==> src/rtl/button_event_pkg.sv <==
// rtl/button_event_pkg.sv - shared types and widths for the button event classifier
package button_event_pkg;

    localparam int CNT_W = 32;

    typedef enum logic [2:0] {
        IDLE,
        PRESS1,
        LONG,
        WAIT2,
        HOLD2
    } btn_state_e;

endpackage

==> src/rtl/btn_edge_det.sv <==
// rtl/btn_edge_det.sv - registers a synchronous level and flags its rising/falling edges
module btn_edge_det (
    input  logic clk,
    input  logic rst_n,
    input  logic btn,
    output logic btn_q,
    output logic rise,
    output logic fall
);

    logic level_q;
    logic level_d;

    always_comb begin
        level_d = btn;
    end

    always_ff @(posedge clk) begin
        if (!rst_n) begin
            level_q <= 1'b0;
        end else begin
            level_q <= level_d;
        end
    end

    assign btn_q = level_q;
    assign rise  = btn & ~level_q;
    assign fall  = ~btn & level_q;

endmodule

==> src/rtl/button_event.sv <==
// rtl/button_event.sv - classifies a debounced button into press/release/click/double/long/repeat pulses
module button_event
    import button_event_pkg::*;
#(
    parameter int LONG_CYCLES   = 100000000,
    parameter int DCLICK_CYCLES = 30000000,
    parameter int REPEAT_CYCLES = 10000000
) (
    input  logic clk,
    input  logic rst_n,
    input  logic btn,
    output logic press_p,
    output logic release_p,
    output logic click_p,
    output logic dclick_p,
    output logic long_p,
    output logic repeat_p,
    output logic held
);

    generate
        if (LONG_CYCLES < 2) begin : g_bad_long
            $error("LONG_CYCLES must be at least 2");
        end
        if (DCLICK_CYCLES < 2) begin : g_bad_dclick
            $error("DCLICK_CYCLES must be at least 2");
        end
        if (REPEAT_CYCLES < 2) begin : g_bad_repeat
            $error("REPEAT_CYCLES must be at least 2");
        end
    endgenerate

    localparam logic [CNT_W-1:0] LONG_LAST   = CNT_W'(LONG_CYCLES - 1);
    localparam logic [CNT_W-1:0] DCLICK_LAST = CNT_W'(DCLICK_CYCLES - 1);
    localparam logic [CNT_W-1:0] REPEAT_LAST = CNT_W'(REPEAT_CYCLES - 1);

    logic btn_q;
    logic rise;
    logic fall;

    btn_edge_det u_edge (
        .clk   (clk),
        .rst_n (rst_n),
        .btn   (btn),
        .btn_q (btn_q),
        .rise  (rise),
        .fall  (fall)
    );

    btn_state_e       state_q, state_d;
    logic [CNT_W-1:0] cnt_q, cnt_d;
    logic             press_q, press_d;
    logic             release_q, release_d;
    logic             click_q, click_d;
    logic             dclick_q, dclick_d;
    logic             long_q, long_d;
    logic             repeat_q, repeat_d;
    logic             restart;

    // Release and second-press edges are tested before the timeouts so they win ties.
    always_comb begin
        state_d   = state_q;
        restart   = 1'b0;
        press_d   = rise;
        release_d = fall;
        click_d   = 1'b0;
        dclick_d  = 1'b0;
        long_d    = 1'b0;
        repeat_d  = 1'b0;
        case (state_q)
            IDLE: begin
                if (rise) state_d = PRESS1;
            end
            PRESS1: begin
                if (fall) begin
                    state_d = WAIT2;
                end else if (cnt_q == LONG_LAST) begin
                    long_d  = 1'b1;
                    state_d = LONG;
                end
            end
            LONG: begin
                if (fall) begin
                    state_d = IDLE;
                end else if (cnt_q == REPEAT_LAST) begin
                    repeat_d = 1'b1;
                    restart  = 1'b1;
                end
            end
            WAIT2: begin
                if (rise) begin
                    dclick_d = 1'b1;
                    state_d  = HOLD2;
                end else if (cnt_q == DCLICK_LAST) begin
                    click_d = 1'b1;
                    state_d = IDLE;
                end
            end
            HOLD2: begin
                if (fall) state_d = IDLE;
            end
            default: state_d = IDLE;
        endcase

        if (state_d != state_q || restart) begin
            cnt_d = '0;
        end else if (cnt_q == {CNT_W{1'b1}}) begin
            cnt_d = cnt_q;
        end else begin
            cnt_d = cnt_q + 1'b1;
        end
    end

    always_ff @(posedge clk) begin
        if (!rst_n) begin
            state_q   <= IDLE;
            cnt_q     <= '0;
            press_q   <= 1'b0;
            release_q <= 1'b0;
            click_q   <= 1'b0;
            dclick_q  <= 1'b0;
            long_q    <= 1'b0;
            repeat_q  <= 1'b0;
        end else begin
            state_q   <= state_d;
            cnt_q     <= cnt_d;
            press_q   <= press_d;
            release_q <= release_d;
            click_q   <= click_d;
            dclick_q  <= dclick_d;
            long_q    <= long_d;
            repeat_q  <= repeat_d;
        end
    end

    assign press_p   = press_q;
    assign release_p = release_q;
    assign click_p   = click_q;
    assign dclick_p  = dclick_q;
    assign long_p    = long_q;
    assign repeat_p  = repeat_q;
    assign held      = btn_q;

endmodule

==> config.mk <==
export PLATFORM = sky130hd
export DESIGN_NAME = button_event
export DESIGN_NICKNAME = d
export VERILOG_FILES = /design/src/rtl/button_event_pkg.sv /design/src/rtl/btn_edge_det.sv /design/src/rtl/button_event.sv
export SDC_FILE = /design/constraint.sdc
export NUM_CORES = 1
export LEC_CHECK = 0
export BUFFER_PORTS_ARGS = -buffer_cell sky130_fd_sc_hd__buf_4
export CORE_MARGIN = 1.5
export CORE_UTILIZATION = 53
export CTS_CLUSTER_SIZE = 12
export DETAILED_ROUTE_END_ITERATION = 7
export GPL_ROUTABILITY_DRIVEN = 1
export GPL_TIMING_DRIVEN = 0
export PLACE_DENSITY = 0.68
export SETUP_SLACK_MARGIN = 0.5
export SLEW_MARGIN = 10
export SYNTH_ARGS = -nofsm -noshare
export SYNTH_HDL_FRONTEND = slang
export SYNTH_SLANG_ARGS = --single-unit
==> constraint.sdc <==
create_clock -name clk -period 4.05 [get_ports clk]
set_input_delay 0.6075 -clock clk [delete_from_list [all_inputs] [get_ports clk]]
set_output_delay 0.6075 -clock clk [all_outputs]
set_load 0.03 [all_outputs]
==> out/qor.csv, run 1 <==
metric,value,unit
synth.most_common_cell,dfxtp_1,
vdd_drop_max,0.153,mV
syn-num-nets,270,
grt_pass1_wl,8.83,mm
yosysUniqueCellTypes,57,
r2r-end,cnt_q[30]$_SDFFE_PP0P_,
holdPathStages,2,
cap_viol_max_count,0,
met2_usage,0.399,
register_area,841,µm²
fin_nets,286,
cts-root-buf,clkbuf_8,
clock-sinks,42,
antenna_found_initial,0,
outcome,"finished, final reports clean",
cts-hold-fix-buffers,0,
leakagePower,0.747,nW
required,4.28,ns
timing.rr.start,cnt_q[0]$_SDFFE_PP0P_,
avgSynthCellArea,8.58,µm²
core_area,4060,µm²
fin_setup_tns,0,ns
vias_per_cell,6.30,
slew_headroom,0.618,
drive_above_1_share,0.135,
postSynth.asyncResetShare,0,
multi_input_area,1330,µm²
grt-ovfl-total,0,
setup_viol,0,
clk_latency,0.30,ns
grt_usage,0.251,
drt-total-wl,5.46,mm
cp-end-kind,register,
slew_viol_final,0,
worst_pin_slew,0.567,ns
dieHeight,68.6,µm
netlist_area,2280,µm²
dr.pass1.iters,4,
yosysTopAreaCellShare,0.368,
fin_skew,0.00520,ns
clk_pin_slew,0.08,ns
synth.largest_area_cell,dfxtp_1,
met1_usage,0.337,
cts_buffers,5,
post-dp-hpwl,3.85,mm
timing.final.hold_violations,0,
ys_ff_latch,42,
synth_cells,266,
io_buffers,9,
drtIter0Drc,187,
fin_crit_sh,0.628,
core.rowCount,23,
yosysSeqAreaShare,0.368,
die_w,68.6,µm
syn2layout_area_growth,9.15,%
hold_class,register to register,
reg2reg_setup_slack,1.51,ns
grt_max_degree,13,
ys_top_cells_by_area,"dfxtp_1, xnor2_1, a21oi_1, nor4_1, nand2_1",
min_from,cnt_q[31]$_SDFFE_PP0P_,
htreeDepth,2,
crit_arrival,2.77,ns
start_kind,register,
fin_crit,2.54,ns
crit_type,register to register,
worstRegToRegCells,8,
vias,2092,
min_to,cnt_q[31]$_SDFFE_PP0P_,
antenna_left,0,
max_freq,0.393,GHz
route.detailed.drc,0,
stdcell_count,332,
pin_count,10,
startpoint,cnt_q[0]$_SDFFE_PP0P_,
start_util,0.563,
synth_flop_cell,dfxtp_1,
post_drt_wl_per_cell,16.4,µm
synth_warnings,0,
dieArea,4710,µm²
n_antenna_cell,0,
power.density,291,nW/µm²
post_cts_buffers,0,
synth_commonest_cells,"dfxtp_1, a21oi_1, nand2_1",
synth_edf_count,0,
cts_tree,built,
fillers,361,
grt_use_met3,0.0503,
dp.cells,325,
rsz0062_at_grt,no,
grt_most_used_layer,met2,
cts-resized-gates,0,
grt_pass1_vias,1825,
gp_congestion,0.838,
critPathMaxFanout,7,
clockBufferDepth,2,
metal layers:
metal | up-vias | part of all wire
li1 | 1046 | -
met1 | 993 | 0.48
met2 | 46 | 0.46
met3 | 7 | 0.041
met4 | 0 | 0.012
met5 | - | 0
layout make-up:
| type | count | area share |
|---|---|---|
| Timing Repair Buffer | 9 | 0.0271 |
| Buffer | 15 | 0.0336 |
| Clock buffer | 5 | 0.0276 |
| Multi-Input combinational cell | 202 | 0.535 |
| Inverter | 7 | 0.0105 |
| Clock inverter | 2 | 0.00402 |
| Tap cell | 50 | 0.0251 |
| Sequential cell | 42 | 0.337 |
power by group:
part           total [mW]  switching, mW  internal (mW)  leakage, nW
logic              0.0439         0.0287         0.0152        0.364
registers           0.422        0.00424          0.418        0.339
clock network       0.261          0.145          0.116       0.0438
worst max-delay path: stages (launching register included):
cell     delay [ns]
dfxtp_1        0.38
ha_1           0.25
nand4_2        0.23
or2_0          0.27
buf_2          0.17
or4b_1         0.52
buf_2          0.17
or3_1          0.34
a22oi_2        0.14
metrics by stage:
stage / total power, mW / worst slack (ns) / cell area [µm²] / hold WS [ns] / utilization
after detailed placement: 0.475 / 1.57 / 2410 / 0.489 / 0.595
final: 0.726 / 1.51 / 2490 / 0.503 / 0.614
after global routing: 0.753 / 1.38 / 2490 / 0.521 / 0.614
after global placement: 0.475 / 1.58 / 2410 / 0.490 / 0.595
after floorplan: 0.462 / 1.80 / 2280 / 0.465 / -
after CTS: 0.733 / 1.53 / 2490 / 0.500 / 0.614
logic make-up (layout without fill, tap and decap cells):
logic type      after synthesis  count (layout)  share of synthesized area
xor+xnor                     19              19                     0.0729
buf+inv                      22              38                     0.0482
simple gates                109             109                      0.284
fa+ha+maj                     1               1                    0.00548
compound gates               72              72                      0.217
flops                        42              42                      0.368
mux                           1               1                    0.00438
layout by cell type (no fill, tap or decap), types with 5 or more instances in the layout:
cell / instances
a21oi_1: 22
a22oi_1: 8
a31oi_1: 8
buf_2: 7
buf_4: 10
clkbuf_1: 5
clkbuf_8: 5
dfxtp_1: 42
inv_1: 7
nand2_1: 19
nand2b_1: 7
nand3_1: 13
nand4_1: 7
nor2_1: 11
nor4_1: 12
o21ai_0: 6
o31ai_1: 6
or3_1: 7
or4_1: 5
xnor2_1: 16
registers in the layout, summed over array words and instances, names as in the netlist:
register / cells
press_p: 1
u_edge.btn_q: 1
dclick_p: 1
release_p: 1
click_p: 1
state_q: 3
long_p: 1
repeat_p: 1
cnt_q: 32
worst max path at each step:
stage	end	slack, ns	cells after the start
after CTS	cnt_q[30]$_SDFFE_PP0P_	1.53	8
after floorplan	cnt_q[26]$_SDFFE_PP0P_	1.80	8
after global routing	cnt_q[28]$_SDFFE_PP0P_	1.38	8
after global placement	cnt_q[30]$_SDFFE_PP0P_	1.58	8
after detailed placement	cnt_q[30]$_SDFFE_PP0P_	1.57	8
final	cnt_q[30]$_SDFFE_PP0P_	1.51	8
Note: power is estimated with default switching activity, not from simulation.
==> run 2, diff against run 1 <==
==> constraint.sdc (replaced) <==
create_clock -name clk -period 2.6 [get_ports clk]
set_input_delay 0.39 -clock clk [delete_from_list [all_inputs] [get_ports clk]]
set_output_delay 0.39 -clock clk [all_outputs]
set_load 0.03 [all_outputs]
==> out/qor.csv, run 2 (synthesis gave the netlist of run 1 again) <==
metric,value,unit,change
worstRegToRegCells,8,,unchanged
crit_arrival,2.34,ns,was 2.77 ns
worst_pin_slew,0.507,ns,was 0.567 ns
fin_crit,2.11,ns,was 2.54 ns
power.density,440,nW/µm²,was 291 nW/µm²
layout_common_cells,"dfxtp_1, a21oi_1, buf_4, nand2_1, xnor2_1",,"was dfxtp_1, a21oi_1, nand2_1, xnor2_1, nand3_1"
path_cells,ha_4 -> nand4_4 -> or2_0 -> buf_4 -> or4b_4 -> buf_6 -> or3_1 -> a22oi_2,,was ha_1 -> nand4_2 -> or2_0 -> buf_2 -> or4b_1 -> buf_2 -> or3_1 -> a22oi_2
fin_skew,0.00982,ns,was 0.00520 ns
setup_viol,0,,unchanged
gp_congestion,0.930,,was 0.838
core.rowCount,23,,unchanged
required,2.83,ns,was 4.28 ns
crit_type,register to register,,unchanged
clock-sinks,42,,unchanged
start_util,0.563,,unchanged
endpoint,cnt_q[28]$_SDFFE_PP0P_,,was cnt_q[30]$_SDFFE_PP0P_
grt_pass1_vias,1901,,was 1825
cts-hold-fix-buffers,0,,unchanged
slew_viol_final,0,,unchanged
cap_viol_max_count,0,,unchanged
hold_class,input port to register,,was register to register
finalInstanceArea,2840,µm²,was 2490 µm²
top_regs,"cnt_q x32, state_q x3",,unchanged
layout_commonest_cell,dfxtp_1,,unchanged
cp-end-kind,register,,unchanged
vias,2183,,was 2092
antenna_found_initial,0,,unchanged
clk_pin_slew,0.08,ns,about the same
fin_setup_tns,0,ns,unchanged
max_freq,0.474,GHz,was 0.393 GHz
critPathMaxFanout,7,,unchanged
cts-root-buf,clkbuf_8,,unchanged
vias_per_cell,6.35,,was 6.30
cts_buffers,5,,unchanged
dr.pass1.iters,4,,unchanged
r2r-end,cnt_q[28]$_SDFFE_PP0P_,,was cnt_q[30]$_SDFFE_PP0P_
slew_headroom,0.653,,was 0.618
io_buffers,9,,unchanged
reg2reg_setup_slack,0.49,ns,was 1.51 ns
syn2layout_area_growth,24.4,%,was 9.15%
dieArea,4710,µm²,unchanged
grt-ovfl-total,0,,unchanged
startpoint,cnt_q[1]$_SDFFE_PP0P_,,was cnt_q[0]$_SDFFE_PP0P_
largest-register,cnt_q,,unchanged
die_w,68.6,µm,unchanged
fin_nets,297,,was 286
clockBufferDepth,2,,unchanged
whs,0.349,ns,was 0.503 ns
pin_count,10,,unchanged
grt_pass1_wl,9.28,mm,was 8.83 mm
rsz0062_at_grt,yes,,was no
largest_reg_flops,32,,unchanged
route.detailed.drc,0,,unchanged
timing.final.hold_violations,0,,unchanged
timing.rr.start,cnt_q[1]$_SDFFE_PP0P_,,was cnt_q[0]$_SDFFE_PP0P_
n_antenna_cell,0,,unchanged
drt-total-wl,5.67,mm,was 5.46 mm
post-dp-hpwl,3.84,mm,was 3.85 mm
power,1.25,mW,was 0.726 mW
drtIter0Drc,226,,was 187
start_kind,register,,unchanged
vdd_drop_max,0.321,mV,was 0.153 mV
slowest_delay,0.50,ns,was 0.52 ns
htreeDepth,2,,unchanged
outcome,"finished, final reports clean",,unchanged
fin_ws,0.489,ns,was 1.51 ns
dpl_cell_area,2440,µm²,was 2410 µm²
place_ws,0.177,ns,was 1.57 ns
core_area,4060,µm²,unchanged
antenna_left,0,,unchanged
dieHeight,68.6,µm,unchanged
fin_crit_sh,0.812,,was 0.628
post_drt_wl_per_cell,16.5,µm,was 16.4 µm
cts_tree,built,,unchanged
grt_usage,0.265,,was 0.251
crit_family,simple AND/OR/NAND/NOR gates,,unchanged
crit_buf_inv,2,,unchanged
drive_above_1_share,0.289,,was 0.135
slowest_stage,or4b_4,,was or4b_1
leakagePower,0.908,nW,was 0.747 nW
grt_max_degree,14,,was 13
path_depth,8,,unchanged
clk_latency,0.30,ns,about the same
## run 2: how the worst min path moves through the flow
| stage | from | to | slack [ns] | depth (start not counted) |
|---|---|---|---|---|
| floorplan | cnt_q[31]$_SDFFE_PP0P_ | cnt_q[31]$_SDFFE_PP0P_ | 0.46 | 2 |
| global placement | cnt_q[31]$_SDFFE_PP0P_ | cnt_q[31]$_SDFFE_PP0P_ | 0.49 | 2 |
| detailed placement | cnt_q[31]$_SDFFE_PP0P_ | cnt_q[31]$_SDFFE_PP0P_ | 0.49 | 2 |
| CTS | btn | u_edge.btn_q$_SDFF_PN0_ | 0.34 | 2 |
| global route | rst_n | state_q[1]$_SDFF_PN0_ | 0.35 | 2 |
| finish | btn | u_edge.btn_q$_SDFF_PN0_ | 0.35 | 2 |
## run 2: cell type report
cell class / instances / area, µm²
Inverter: 7 / 26.3
Fill cell: 345 / 1220
Buffer: 15 / 141
Tap cell: 50 / 62.6
Sequential cell: 42 / 866
Multi-Input combinational cell: 202 / 1490
Timing Repair Buffer: 20 / 150
Clock inverter: 3 / 40.0
Clock buffer: 5 / 68.8
## run 2: what timing repair did
action	CTS	global route
pin swaps	10	12
gates cloned	0	0
resized for setup	42	20
setup buffers	10	1
hold endpoints to repair	0	0
setup endpoints to repair	33	32
## run 2: report_power, final
group	total (mW)	internal [mW]	switching, mW	leakage [nW]
combinational	0.0866	0.0385	0.0481	0.502
sequential	0.659	0.651	0.00838	0.348
clock	0.504	0.283	0.221	0.0579
## run 2: routing by layer
layer,share of wire,GRT usage,vias to the layer above
met1,0.46,0.346,1054
met2,0.48,0.434,45
met4,0.024,0.0850,0
met3,0.039,0.0568,15
li1,-,-,1069
met5,0,0,-
## run 2: worst reg2reg max path: cells and delay by family, from the launching register on
kind                       cells  cell delay (ns)
and+or+nand+nor                4             1.10
DFF                            1             0.37
buffers and inverters          2             0.28
adders and majority gates      1             0.15
AOI/OAI and AO/OA              1             0.14
## run 2: stage by stage
stage	util	instances
2_1_floorplan	-	266
3_3_place_gp	0.601	325
3_5_place_dp	0.601	325
4_1_cts	0.688	343
5_1_grt	0.700	344
6_report	0.700	344
==> run 3, diff against run 2 <==
--- a/config.mk
+++ b/config.mk
@@ -12,7 +12,7 @@
 export DETAILED_ROUTE_END_ITERATION = 7
 export GPL_ROUTABILITY_DRIVEN = 1
 export GPL_TIMING_DRIVEN = 0
-export PLACE_DENSITY = 0.68
+export PLACE_DENSITY = 0.71
 export SETUP_SLACK_MARGIN = 0.5
 export SLEW_MARGIN = 10
 export SYNTH_ARGS = -nofsm -noshare
==> constraint.sdc (replaced) <==
create_clock -name clk -period 1.8 [get_ports clk]
set_input_delay 0.27 -clock clk [delete_from_list [all_inputs] [get_ports clk]]
set_output_delay 0.27 -clock clk [all_outputs]
set_load 0.03 [all_outputs]
==> out/qor.csv, run 3 (synthesis gave the netlist of run 1 again) <==
metric,value,unit,change
drt-total-wl,8.27,mm,was 5.67 mm
layout_commonest_cell,buf_4,,was dfxtp_1
post_drt_wl_per_cell,22.5,µm,was 16.5 µm
crit_type,register to register,,unchanged
post-route-util,0.825,,was 0.700
core.rowCount,23,,unchanged
slew_headroom,0.571,,was 0.653
fin_nets,320,,was 297
hold_class,input port to register,,unchanged
fillers,237,,was 345
clock-sinks,42,,unchanged
syn2layout_area_growth,46.6,%,was 24.4%
violations,"design-rule violations, negative setup slack",,
grt_max_degree,13,,was 14
path_depth,8,,unchanged
clk_latency,0.32,ns,was 0.30 ns
vdd_drop_max,0.276,mV,was 0.321 mV
fin_crit,2.21,ns,was 2.11 ns
worstRegToRegCells,8,,unchanged
crit_family,simple AND/OR/NAND/NOR gates,,unchanged
vias,2558,,was 2183
clockBufferDepth,2,,unchanged
drtIter0Drc,320,,was 226
start_kind,register,,unchanged
antenna_left,0,,unchanged
cap_viol_max_count,0,,unchanged
grt_pass1_wl,10.9,mm,was 9.28 mm
top_regs,"cnt_q x32, state_q x3",,unchanged
fin_ws,-0.407,ns,was 0.489 ns
htreeDepth,2,,unchanged
route.detailed.drc,3,,was 0
grt-ovfl-total,0,,unchanged
fin_skew,0.0161,ns,was 0.00982 ns
fin_setup_tns,-11.48,ns,was 0 ns
worst_pin_slew,0.638,ns,was 0.507 ns
largest-register,cnt_q,,unchanged
max_freq,0.453,GHz,was 0.474 GHz
timing.final.hold_violations,0,,unchanged
dieArea,4710,µm²,unchanged
cts_buffers,5,,unchanged
layout_common_cells,"buf_4, dfxtp_1, a21oi_2, nand2_1, buf_6",,"was dfxtp_1, a21oi_1, buf_4, nand2_1, xnor2_1"
timing.rr.start,cnt_q[1]$_SDFFE_PP0P_,,unchanged
cts-root-buf,clkbuf_8,,unchanged
endpoint,cnt_q[26]$_SDFFE_PP0P_,,was cnt_q[28]$_SDFFE_PP0P_
startpoint,cnt_q[1]$_SDFFE_PP0P_,,unchanged
setup_viol,36,,was 0
io_buffers,9,,unchanged
leakagePower,1.11,nW,was 0.908 nW
slew_viol_final,0,,unchanged
dieHeight,68.6,µm,unchanged
slowest_delay,0.52,ns,was 0.50 ns
start_util,0.563,,unchanged
dr.pass1.iters,8,,was 4
cts_tree,built,,unchanged
r2r-end,cnt_q[26]$_SDFFE_PP0P_,,was cnt_q[28]$_SDFFE_PP0P_
slowest_stage,or4b_4,,unchanged
grt_pass1_vias,2186,,was 1901
die_w,68.6,µm,unchanged
antenna_found_initial,0,,unchanged
power.density,543,nW/µm²,was 440 nW/µm²
outcome,"finished, violations left",,"was finished, final reports clean"
largest_reg_flops,32,,unchanged
rsz0062_at_grt,yes,,unchanged
required,2.04,ns,was 2.83 ns
drive_above_1_share,0.486,,was 0.289
core_area,4060,µm²,unchanged
n_antenna_cell,0,,unchanged
reg2reg_setup_slack,-0.41,ns,was 0.49 ns
vias_per_cell,6.97,,was 6.35
critPathMaxFanout,7,,unchanged
fin_crit_sh,1.23,,was 0.812
crit_buf_inv,2,,unchanged
cp-end-kind,register,,unchanged
crit_arrival,2.45,ns,was 2.34 ns
clk_pin_slew,0.09,ns,was 0.08 ns
grt_usage,0.319,,was 0.265
gp_congestion,0.876,,was 0.930
pin_count,10,,unchanged
post-dp-hpwl,3.84,mm,about the same
path_cells,ha_4 -> nand4_4 -> or2_0 -> buf_4 -> or4b_4 -> buf_6 -> or3_4 -> a22oi_2,,was ha_4 -> nand4_4 -> or2_0 -> buf_4 -> or4b_4 -> buf_6 -> or3_1 -> a22oi_2
## run 3: worst min path at each step
stage	startpoint	end	slack [ns]	cells past startpoint
detailed placement	cnt_q[31]$_SDFFE_PP0P_	cnt_q[31]$_SDFFE_PP0P_	0.50	2
floorplan	rst_n	state_q[1]$_SDFF_PN0_	0.39	1
global route	btn	u_edge.btn_q$_SDFF_PN0_	0.20	2
finish	btn	u_edge.btn_q$_SDFF_PN0_	0.21	2
global placement	cnt_q[31]$_SDFFE_PP0P_	cnt_q[31]$_SDFFE_PP0P_	0.49	2
CTS	btn	u_edge.btn_q$_SDFF_PN0_	0.21	2
## run 3: cell type report
type,instances,area [µm²],share of cell area
well taps,50,62.6,0.0187
flip-flops and latches,42,881,0.263
plain buffers,15,178,0.0531
clock inverters,1,5.00,0.00149
multi-input cells,202,1690,0.504
inverters,7,26.3,0.00785
repair buffers,43,423,0.126
clock buffers,7,86.3,0.0258
## run 3: power breakdown
part	switching, mW	internal (mW)
Clock	0.357	0.310
Combinational	0.109	0.0973
Sequential	0.0124	0.933
## run 3: metal layers
layer	wire length (µm)	track usage
met5	0	0
met1	3240	0.400
met2	4000	0.528
met4	378	0.133
met3	660	0.0666
## run 3: through the flow
step                power, mW  setup slack (ns)  area, µm²  std cells  hold slack, ns
floorplan                1.04            -0.323       2310        266           0.388
global placement         1.07            -0.540       2440        325           0.490
detailed placement       1.08            -0.532       2440        325           0.497
CTS                      1.78            -0.407       3100        357           0.212
global route             1.86            -0.484       3350        367           0.202
finish                   1.82            -0.407       3350        367           0.207
## run 3: what timing repair did
item,4_1_cts,5_1_grt
setup endpoints to repair,37,38
endpoints found under the hold margin,0,0
gates resized for setup,95,41
buffers inserted,21,8
pin swaps,35,25
hold buffers,0,0
gates cloned,3,2
